--- src/rtl/simon_pkg.sv ---
// Shared types and constants for the Simon Says sequence engine.
package simon_pkg;

    typedef enum logic [2:0] {
        ST_IDLE     = 3'd0,
        ST_GEN      = 3'd1,
        ST_SHOW_ON  = 3'd2,
        ST_SHOW_OFF = 3'd3,
        ST_INPUT    = 3'd4,
        ST_RELEASE  = 3'd5,
        ST_WIN      = 3'd6,
        ST_LOSE     = 3'd7
    } state_t;

    localparam logic [7:0] LFSR_TAPS = 8'hB8;

    // Width of a colour index: at least one bit even for two colours.
    function automatic int cw_of(input int n);
        return (n <= 2) ? 1 : $clog2(n);
    endfunction

    // Width of a round counter that must hold 0..m.
    function automatic int rw_of(input int m);
        return $clog2(m + 1);
    endfunction

endpackage

--- src/rtl/simon_seq_engine_if.sv ---
// Board-facing pins of the game core: button inputs and colour LED drive.
interface simon_seq_engine_if #(
    parameter int N_COLOURS = 4
) ();
    logic [N_COLOURS-1:0] buttons;
    logic [N_COLOURS-1:0] colour_out;
    logic                 colour_oe;

    modport master (input buttons, output colour_out, output colour_oe);
    modport slave  (output buttons, input colour_out, input colour_oe);
endinterface

--- src/rtl/simon_lfsr.sv ---
// 8-bit right-shifting Galois LFSR; a zero seed is replaced by 8'h01.
module simon_lfsr
    import simon_pkg::*;
(
    input  logic       clk,
    input  logic       rst,
    input  logic       load,
    input  logic [7:0] seed,
    input  logic       step,
    output logic [7:0] q
);

    always_ff @(posedge clk or posedge rst) begin
        if (rst) begin
            q <= 8'h01;
        end else if (load) begin
            q <= (seed == 8'h00) ? 8'h01 : seed;
        end else if (step) begin
            q <= (q >> 1) ^ (q[0] ? LFSR_TAPS : 8'h00);
        end
    end

endmodule

--- src/rtl/simon_seq_engine.sv ---
// Simon Says core: generates a colour sequence, shows it round by round,
// then checks the player's presses with a per-press timeout.
module simon_seq_engine
    import simon_pkg::*;
#(
    parameter  int N_COLOURS      = 4,
    parameter  int MAX_LEN        = 16,
    parameter  int DISPLAY_CYCLES = 1000,
    parameter  int TIMEOUT_CYCLES = 100000,
    localparam int CW             = cw_of(N_COLOURS),
    localparam int RW             = rw_of(MAX_LEN)
) (
    input  logic                clk,
    input  logic                rst,
    input  logic                start,
    input  logic [7:0]          seed,
    simon_seq_engine_if.master  pins,
    output logic [2:0]          state_dbg,
    output logic [RW-1:0]       round,
    output logic                win,
    output logic                lose
);

    // Sequence index only has to address MAX_LEN entries.
    localparam int IW = cw_of(MAX_LEN);
    localparam int DW = $clog2(DISPLAY_CYCLES + 1);
    localparam int TW = $clog2(TIMEOUT_CYCLES + 1);
    localparam logic [DW-1:0] D_LAST = DW'(DISPLAY_CYCLES - 1);
    localparam logic [TW-1:0] T_LAST = TW'(TIMEOUT_CYCLES - 1);
    localparam logic [IW-1:0] G_LAST = IW'(MAX_LEN - 1);
    localparam logic [RW-1:0] LEN    = RW'(MAX_LEN);
    localparam logic [CW:0]   NC     = (CW + 1)'(N_COLOURS);

    state_t               state, state_next;
    logic [IW-1:0]        index, gen_idx;
    logic [DW-1:0]        disp_cnt;
    logic [TW-1:0]        tmo_cnt;
    logic [N_COLOURS-1:0] prev_buttons;
    logic [CW-1:0]        mem [MAX_LEN];
    logic [7:0]           lfsr_q;
    logic [CW:0]          raw;
    logic [CW-1:0]        gen_colour, cur_colour;
    logic [N_COLOURS-1:0] cur_onehot;
    logic                 press, match, disp_done, last_idx;

    simon_lfsr u_lfsr (
        .clk  (clk),
        .rst  (rst),
        .load (state == ST_IDLE && start),
        .seed (seed),
        .step (state == ST_GEN),
        .q    (lfsr_q)
    );

    // Raw LFSR bits can exceed the colour count by less than N_COLOURS, so one fold suffices.
    assign raw        = {1'b0, lfsr_q[CW-1:0]};
    assign gen_colour = (raw >= NC) ? CW'(raw - NC) : raw[CW-1:0];
    assign cur_colour = mem[index];
    assign cur_onehot = N_COLOURS'(1) << cur_colour;
    assign press      = $onehot(pins.buttons) && (prev_buttons == '0);
    assign match      = (pins.buttons == cur_onehot);
    assign disp_done  = (disp_cnt == D_LAST);
    assign last_idx   = (RW'(index) == round - RW'(1));

    always_ff @(posedge clk or posedge rst) begin
        if (rst) state <= ST_IDLE;
        else     state <= state_next;
    end

    always_comb begin
        state_next = state;
        case (state)
            ST_IDLE:     if (start) state_next = ST_GEN;
            ST_GEN:      if (gen_idx == G_LAST) state_next = ST_SHOW_ON;
            ST_SHOW_ON:  if (disp_done) state_next = ST_SHOW_OFF;
            ST_SHOW_OFF: if (disp_done) state_next = last_idx ? ST_INPUT : ST_SHOW_ON;
            ST_INPUT: begin
                if (press)                 state_next = match ? ST_RELEASE : ST_LOSE;
                else if (tmo_cnt == T_LAST) state_next = ST_LOSE;
            end
            ST_RELEASE: begin
                if (pins.buttons == '0) begin
                    if (!last_idx)         state_next = ST_INPUT;
                    else if (round == LEN) state_next = ST_WIN;
                    else                   state_next = ST_SHOW_ON;
                end
            end
            ST_WIN, ST_LOSE: if (start) state_next = ST_GEN;
            default:     state_next = ST_IDLE;
        endcase
    end

    always_comb begin
        pins.colour_out = (state == ST_SHOW_ON) ? cur_onehot : '0;
        pins.colour_oe  = (state == ST_SHOW_ON) && (cur_onehot != '0);
        state_dbg       = state;
        win             = (state == ST_WIN);
        lose            = (state == ST_LOSE);
    end

    always_ff @(posedge clk or posedge rst) begin
        if (rst) begin
            round        <= '0;
            index        <= '0;
            gen_idx      <= '0;
            disp_cnt     <= '0;
            tmo_cnt      <= '0;
            prev_buttons <= '0;
        end else begin
            prev_buttons <= pins.buttons;
            gen_idx  <= (state == ST_GEN && state_next == ST_GEN) ? gen_idx + IW'(1) : '0;
            disp_cnt <= ((state == ST_SHOW_ON || state == ST_SHOW_OFF) && !disp_done)
                        ? disp_cnt + DW'(1) : '0;
            tmo_cnt  <= (state == ST_INPUT && !press) ? tmo_cnt + TW'(1) : '0;

            if (state == ST_GEN && state_next == ST_SHOW_ON)
                round <= RW'(1);
            else if (state == ST_RELEASE && state_next == ST_SHOW_ON)
                round <= round + RW'(1);

            if (state == ST_GEN)
                index <= '0;
            else if (state == ST_SHOW_OFF && disp_done)
                index <= last_idx ? '0 : index + IW'(1);
            else if (state == ST_RELEASE && state_next == ST_INPUT)
                index <= index + IW'(1);
            else if (state == ST_RELEASE && state_next == ST_SHOW_ON)
                index <= '0;
        end
    end

    // Contents are rewritten in GEN before any use, so no reset is needed.
    always_ff @(posedge clk) begin
        if (state == ST_GEN) mem[gen_idx] <= gen_colour;
    end

endmodule

--- src/flat_wrapper.sv ---
// flat-port wrapper written by rule: the top's interface ports become plain ports
module simon_seq_engine_flat import simon_pkg::*;
#(
    parameter  int N_COLOURS      = 4,
    parameter  int MAX_LEN        = 16,
    parameter  int DISPLAY_CYCLES = 1000,
    parameter  int TIMEOUT_CYCLES = 100000,
    localparam int CW             = cw_of(N_COLOURS),
    localparam int RW             = rw_of(MAX_LEN)
)
  (clk, rst, start, seed, state_dbg, round, win, lose, pins_buttons, pins_colour_out, pins_colour_oe);
  simon_seq_engine_if #(.N_COLOURS(N_COLOURS)) pins_i ();
  input  logic clk;
  input  logic rst;
  input  logic start;
  input  logic [7:0] seed;
  output logic [2:0] state_dbg;
  output logic [RW-1:0] round;
  output logic win;
  output logic lose;
  input wire logic [$bits(pins_i.buttons)-1:0] pins_buttons;
  output wire logic [$bits(pins_i.colour_out)-1:0] pins_colour_out;
  output wire logic [$bits(pins_i.colour_oe)-1:0] pins_colour_oe;
  assign pins_i.buttons = pins_buttons;
  assign pins_colour_out = pins_i.colour_out;
  assign pins_colour_oe = pins_i.colour_oe;
  simon_seq_engine #(.N_COLOURS(N_COLOURS), .MAX_LEN(MAX_LEN), .DISPLAY_CYCLES(DISPLAY_CYCLES), .TIMEOUT_CYCLES(TIMEOUT_CYCLES)) u_core (.clk(clk), .rst(rst), .start(start), .seed(seed), .pins(pins_i), .state_dbg(state_dbg), .round(round), .win(win), .lose(lose));
endmodule
--- config.mk ---
export PLATFORM = sky130hd
export DESIGN_NAME = simon_seq_engine_flat
export DESIGN_NICKNAME = d
export VERILOG_FILES = /design/src/rtl/simon_pkg.sv /design/src/rtl/simon_seq_engine_if.sv /design/src/rtl/simon_lfsr.sv /design/src/rtl/simon_seq_engine.sv /design/src/flat_wrapper.sv
export SDC_FILE = /design/constraint.sdc
export NUM_CORES = 1
export LEC_CHECK = 0
export BUFFER_PORTS_ARGS = -buffer_cell sky130_fd_sc_hd__clkbuf_2
export CAP_MARGIN = 40
export CORE_ASPECT_RATIO = 0.8
export CORE_UTILIZATION = 46
export DETAILED_ROUTE_END_ITERATION = 12
export PLACE_DENSITY = 0.66
export SLEW_MARGIN = 20
export SYNTH_ARGS = -nofsm -noshare
export SYNTH_HDL_FRONTEND = slang
export SYNTH_HIERARCHICAL = 1
export SYNTH_SLANG_ARGS = --single-unit
--- constraint.sdc ---
create_clock -name clk -period 2.7 [get_ports clk]
set_input_delay 0 -clock clk [delete_from_list [all_inputs] [get_ports clk]]
set_output_delay 0 -clock clk [all_outputs]
set_load 0.02 [all_outputs]
After elaboration in Yosys (flattened, before gate mapping)
Memory sizes are Yosys's and may differ from the RTL's.
Index checks and enable logic that the tools add are counted.

operators by class
  shift-type cells = 1
  bitwise logic cells = 1
  mux-type cells = 30
  div/mod/pow operators = 0
  multiply operators = 0
  reduce and logical (&&, ||, !) cells = 22
  magnitude comparators = 1
  equal/unequal tests = 17
  add/subtract/negate cells = 10

operators by type and width
  operator                                                             count
  8-bit two-way mux                                                    4
  3-bit two-way mux                                                    10
  4-bit two-way mux                                                    7
  3-bit case mux with 6 select lines                                   1
  17-bit by 1-bit adder with 17-bit output (second input constant)     1
  17-bit == test (second input constant)                               1
  17-bit two-way mux                                                   1
  3-bit == test (second input constant)                                5
  10-bit by 1-bit adder with 10-bit output (second input constant)     1
  10-bit == test (second input constant)                               1
  1-bit logical AND                                                    10
  10-bit two-way mux                                                   1
  5-bit two-way mux                                                    2
  3-bit by 1-bit == test with 1-bit output (second input constant)     3
  3-bit by 2-bit == test with 1-bit output (second input constant)     3
  4-bit by 1-bit adder with 4-bit output (second input constant)       2
  4-bit logical NOT                                                    2
  8-bit logical NOT                                                    1
  4-bit nonzero test                                                   2
  7-bit by 8-bit bitwise XOR with 8-bit output                         1
  5-bit by 1-bit adder with 5-bit output (second input constant)       1
  4-bit by 5-bit == test with 1-bit output                             1
  5-bit == test (second input constant)                                1
  5-bit by 1-bit subtractor with 5-bit output (second input constant)  1
  other kinds (14)                                                     19

word-level totals
  output and inout port bits = 15
  memories = 1
  bits in writable memories = 32
  word-level logic and storage cells = 91
  input bits = 15
  latch bits = 0
  flip-flop bits (word level) = 55
  ROM bits = 0

memory list
  memory      words  width  read ports  clocked after memory_dff  wr ports  RTL line                RTL
  u_core.mem  16     2      1           0                         1         simon_seq_engine.sv:39  logic [CW-1:0] mem [MAX_LEN];

Logic depth before layout (Yosys ltp)
  depth after elaboration = 12
  mapped depth = 12
  mapped depth without buffers = 12

By module
Netlist, hierarchy kept.

by module, submodules not included
  module            seq. area each (µm²)  times used  cells an instance  area an instance (µm²)
  simon_seq_engine  2,137.0               1           365                4,058.9
  simon_lfsr        201.4                 1           41                 410.4

Worst setup path after synthesis
OpenSTA, ideal clock, no wires.

  path type = flip-flop to flip-flop
  start = reg u_core.round[0]
  end = reg u_core.round[0]
  data required time = 2.568 ns
  setup slack = -0.104 ns
  setup time = 0.132 ns
  arrival = 2.672 ns
  period minus slack after synthesis = 2.804 ns
  buffers on the path = 0
  cell stages (with the launch flop) = 9
  cells stage by stage = dfrtp_1 > inv_1 > ha_1 > xnor2_1 > or4b_2 > nor4_2 > o211ai_2 > nand3_1 > or3b_1

between the ends
  cells in the longest elaborated chain, start to end = 8
  elaborated cells on any way between the ends = 16
  those cells by class = 2 x add/sub; 3 x eq/ne; 8 x mux; 3 x reduce/logical

ends and longest elaborated chain
  item                                                                                  RTL line                                          RTL
  start, declared                                                                       simon_seq_engine.sv:19                            output logic [RW-1:0] round,
  start signal, assigned                                                                simon_seq_engine.sv:119                           round <= round + RW'(1);
  5-bit by 1-bit subtractor with 5-bit output / 5-bit == test (equally long branches)   simon_seq_engine.sv:63, simon_seq_engine.sv:84
  4-bit by 5-bit == test with 1-bit output / 3-bit two-way mux (equally long branches)  simon_seq_engine.sv:63, simon_seq_engine.sv:84
  3-bit two-way mux, on equally long branches                                           simon_seq_engine.sv:83, simon_seq_engine.sv:76
  3-bit two-way mux, on equally long branches                                           simon_seq_engine.sv:82, simon_seq_engine.sv:76
  3-bit case mux with 6 select lines                                                    simon_seq_engine.sv:72                            case (state)
  3-bit by 2-bit == test with 1-bit output                                              simon_seq_engine.sv:116, simon_seq_engine.sv:118
  1-bit logical AND, on equally long branches                                           simon_seq_engine.sv:116, simon_seq_engine.sv:118
  5-bit two-way mux / 2-bit nonzero test (equally long branches)                        -

Several ways; a longest one is shown, not always the timed one. The select of a mux whose other input is x is not followed.
A chain may end at the register's enable or synchronous reset.

Final worst setup path
  start = reg u_core.round[2]
  end = reg u_core.round[0]

between the ends
  cells in the longest elaborated chain, start to end = 8
  elaborated cells on any way between the ends = 14
  those cells by class = 1 x add/sub; 3 x eq/ne; 7 x mux; 3 x reduce/logical

ends and longest elaborated chain
  item                                                                                  RTL line
  5-bit by 1-bit subtractor with 5-bit output / 5-bit == test (equally long branches)   simon_seq_engine.sv:63, simon_seq_engine.sv:84
  4-bit by 5-bit == test with 1-bit output / 3-bit two-way mux (equally long branches)  simon_seq_engine.sv:63, simon_seq_engine.sv:84
  3-bit two-way mux, on equally long branches                                           simon_seq_engine.sv:83, simon_seq_engine.sv:76
  3-bit two-way mux, on equally long branches                                           simon_seq_engine.sv:82, simon_seq_engine.sv:76
  3-bit case mux with 6 select lines (*)                                                simon_seq_engine.sv:72
  3-bit by 2-bit == test with 1-bit output (*)                                          simon_seq_engine.sv:116, simon_seq_engine.sv:118
  1-bit logical AND, on equally long branches                                           simon_seq_engine.sv:116, simon_seq_engine.sv:118
  5-bit two-way mux / 2-bit nonzero test (equally long branches)                        -

Mark *: on every way between the ends. The rest lies on a longest branch, timed or not.

==> impl_metrics.py <==
metrics = {
    "placement": {
        "place_inst": 553,
        "place_congestion": 0.8528,
        "port_buffers": 29,
        "hpwl_um": 6634,
        "dp_slack_ps": -39.23,
    },
    "global_routing": {
        "grt_antenna_before_repair": 0,
        "overflow": 0,
        "grt_max_degree": 27,
        "grt_first_pass_wirelength_um": 15750,
        "grt_pass1_vias": 3163,
        "track_usage_pct": 20.21,
    },
    "die": {
        "pin_count": 30,
        "core_area_um2": 9231,
        "start_util_pct": 48.41,
        "die_area_um2": 10120,
        "die_h_um": 90.16,
        "die_x_um": 112.2,
        "row_count": 31,
    },
    "yosys": {
        "synth_seq_cells": 87,
        "avgSynthCellArea_um2": 11.01,
        "synth_top_area_share_pct": 30.24,
        "synthTopCellsByArea": "dfrtp_1 30%, edfxtp_1 22%, mux4_1 4.7%",
        "synth_mux_area_share_pct": 8.483,
        "synth_top_family_by_area": "simple AND/OR/NAND/NOR gates",
        "yosysWarningCount": 6,
        "syn_area_um2": 4469,
        "post-synth-top-area-cell": "dfrtp_1",
        "synth_fa_ha_area_share_pct": 3.807,
        "synth.yosys.seq_area_share_pct": 52.32,
        "synthCells": 406,
        "synth_ff_type": "dfrtp_1",
        "syn_nets": 434,
        "synth-simple-area-share_pct": 19.01,
        "synth_compound_area_share_pct": 7.223,
        "synth_xor_area_share_pct": 5.683,
        "synth-edff-count": 32,
        "synth-async-reset-ratio_pct": 63.22,
        "yosysUniqueCellTypes": 56,
    },
    "critical_path": {
        "start_kind": "register",
        "path_buf_inv": 1,
        "slowest_stage": "or4_1",
        "endpoint_kind": "register",
        "cp_max_fo": 9,
        "critical_path.cell_chain": "or4_1 > a211o_1 > o31ai_1 > a32oi_1 > o211ai_2 > buf_4 > a21oi_1 > or3b_1",
        "cp_top_family": "compound AO/OA/AOI/OAI gates",
        "crit_arrival_ps": 2810,
        "critPathMaxStageDelay_ps": 540,
        "crit_required_ps": 2920,
        "criticalPathCategory": "reg -> reg",
    },
    "cts": {
        "cts_max_path_buffers": 2,
        "clk_pin_slew_ps": 60,
        "cts_tree": "built",
        "htreeDepth": 3,
        "clock_latency_ps": 340,
        "root_buffer": "clkbuf_16",
        "cts-buffers-inserted": 9,
        "cts_sinks": 87,
    },
    "detailed_routing": {
        "wl_per_cell_um": 16.12,
        "via_per_inst": 5.473,
        "drcViolationCount": 3,
        "drtAntennaViolNets": 0,
        "first_pass_iters": 8,
        "drtIter0Drc": 172,
        "wl_um": 9412,
        "via_count": 3196,
    },
    "layout": {
        "layout_commonest_cell": "dfrtp_1",
        "layout-drive-gt1-share_pct": 17.70,
        "register_area_um2": 2344,
        "fin_cells": 584,
        "nFillCells": 784,
        "synthToLayoutAreaGrowth_pct": 18.81,
        "multi_input_area_um2": 2014,
        "nNetsFinal": 492,
        "most-common-layout-cells": "50 x dfrtp_1, 45 x nand2_1, 44 x nor2_1, 32 x edfxtp_1, 30 x clkbuf_2",
        "diodes": 0,
    },
    "run_status": {
        "failed_checks": "design-rule violations",
        "outcome": "complete, but fails checks",
    },
    "timing": {
        "min_period_ps": 2593,
        "setup_ws_ps": 107.4,
        "skew_ps": 3.708,
        "timing.fmax_ghz": 0.3857,
        "worst_slew_pin_slew_ps": 537.2,
        "tns_ps": 0,
        "hold_viol": 0,
        "relSlewSlack_pct": 64.14,
        "maxSlewViolCount": 0,
        "fin_crit_sh_pct": 96.02,
        "setup_viol": 0,
    },
    "power": {
        "total_power_mw": 2.717,
        "ir_drop_mv": 0.3577,
        "netSwitchingFraction_pct": 21.09,
        "pwr-share-clk_pct": 45.3,
        "pwr-share-seq_pct": 51.5,
        "p_leak_nw": 2.161,
        "p_int_mw": 2.144,
        "p_sw_uw": 572.9,
        "power_frac_comb_pct": 3.3,
        "power.density_nw_per_um2": 511.6,
    },
    "hold_path": {
        "hp-class": "in -> reg",
    },
    "flow_run": {
        "cap_violations": 0,
    },
}
## logic make-up after synthesis
group / after synthesis
XOR/XNOR: 29
flip-flops: 87
adder cells (fa/ha/maj): 13
AND/OR/NAND/NOR: 168
buffers and inverters: 35
multiplexers: 24
AO/OA/AOI/OAI: 50
## metal layers
| layer | up-vias | GRT usage (%) | routed length (um) |
|---|---|---|---|
| met1 | 1569 | 28.15 | 4666 |
| li1 | 1566 | - | - |
| met2 | 49 | 30.54 | 4296 |
| met3 | 12 | 6.339 | 358 |
| met4 | 0 | 5.444 | 91 |
| met5 | - | 0 | 0 |
## flip-flops by register name, indices dropped and copies added (netlist names)
name / cells
u_core/round: 5
u_core/disp_cnt: 10
u_core/u_lfsr/q: 8
u_core/tmo_cnt: 17
u_core/index: 4
u_core/prev_buttons: 4
u_core/state_dbg: 3
u_core/gen_idx: 4
u_core/mem: 32
## per-stage QoR
stage | hold WS [ps] | area, um^2 | utilization, %
2_1_floorplan | -185.1 | 4481 | -
3_3_place_gp | -32.43 | 4823 | 52.25
3_5_place_dp | -30.27 | 4843 | 52.47
4_1_cts | 32.92 | 5273 | 57.12
5_1_grt | 92.65 | 5310 | 57.52
6_report | 47.84 | 5310 | 57.52
## power by group through the flow
stage | combinational (mW) | clock (mW) | sequential, mW
4_1_cts | 0.0892 | 1.27 | 1.40
3_3_place_gp | 0.0679 | 0 | 1.42
3_5_place_dp | 0.0735 | 0 | 1.42
5_1_grt | 0.101 | 1.31 | 1.40
6_report | 0.0885 | 1.23 | 1.40
2_1_floorplan | 0.0376 | 0 | 1.42
## worst paths after layout
kind                                             start                        endpoint  slack (ps)  cells after the start
max reg2reg                u_core/round[2]$_DFFE_PP0P_     u_core/round[0]$_DFFE_PP0P_         110                      8
max in group asynchronous                          rst    u_core/tmo_cnt[16]$_DFF_PP0_        1920                      4
min reg2reg                u_core/tmo_cnt[0]$_DFF_PP0_     u_core/tmo_cnt[0]$_DFF_PP0_         480                      1
min                                              start   u_core/state_dbg[2]$_DFF_PP0_          50                      4
min in group asynchronous                          rst  u_core/u_lfsr/q[5]$_DFFE_PP0P_         150                      3
max                        u_core/round[2]$_DFFE_PP0P_     u_core/round[0]$_DFFE_PP0P_         110                      8
## synthesized netlist by cell type (all sizes together), types with 3 or more instances
cell type and instances:
nor3 9, ha 12, edfxtp 32, nor2b 6, o31a 3, mux2i 12, and4 4, and3 7
dfrtp 54, nor4 5, nand4 5, o21ai 15, a21oi 12, mux4 8, nor4b 6, mux2 4
nor2 44, xnor2 13, a31oi 3, inv 19, nand2 45, buf 6, clkbuf 9, nand2b 6
xor2 16, nand3 14, or3 6
## timing repair
item,CTS,global route
hold buffers,13,0
resized for setup,1,6
pin swaps,0,0
endpoints found under the setup margin,2,10
endpoints found under the hold margin,41,0
buffers inserted,0,2
## worst min-delay path, stage by stage
cell      delay (ps)
clkbuf_2         120
nand2_1           60
nand2_1           80
a31oi_1           90
## layout make-up
class | count | area share, %
clock buffer | 9 | 4.241
clock inverter | 7 | 1.367
inverter | 20 | 1.414
multi-input combinational | 284 | 37.94
sequential | 87 | 44.13
tap | 115 | 2.710
timing repair buffer | 62 | 8.200
(Power assumes the default switching activity.)
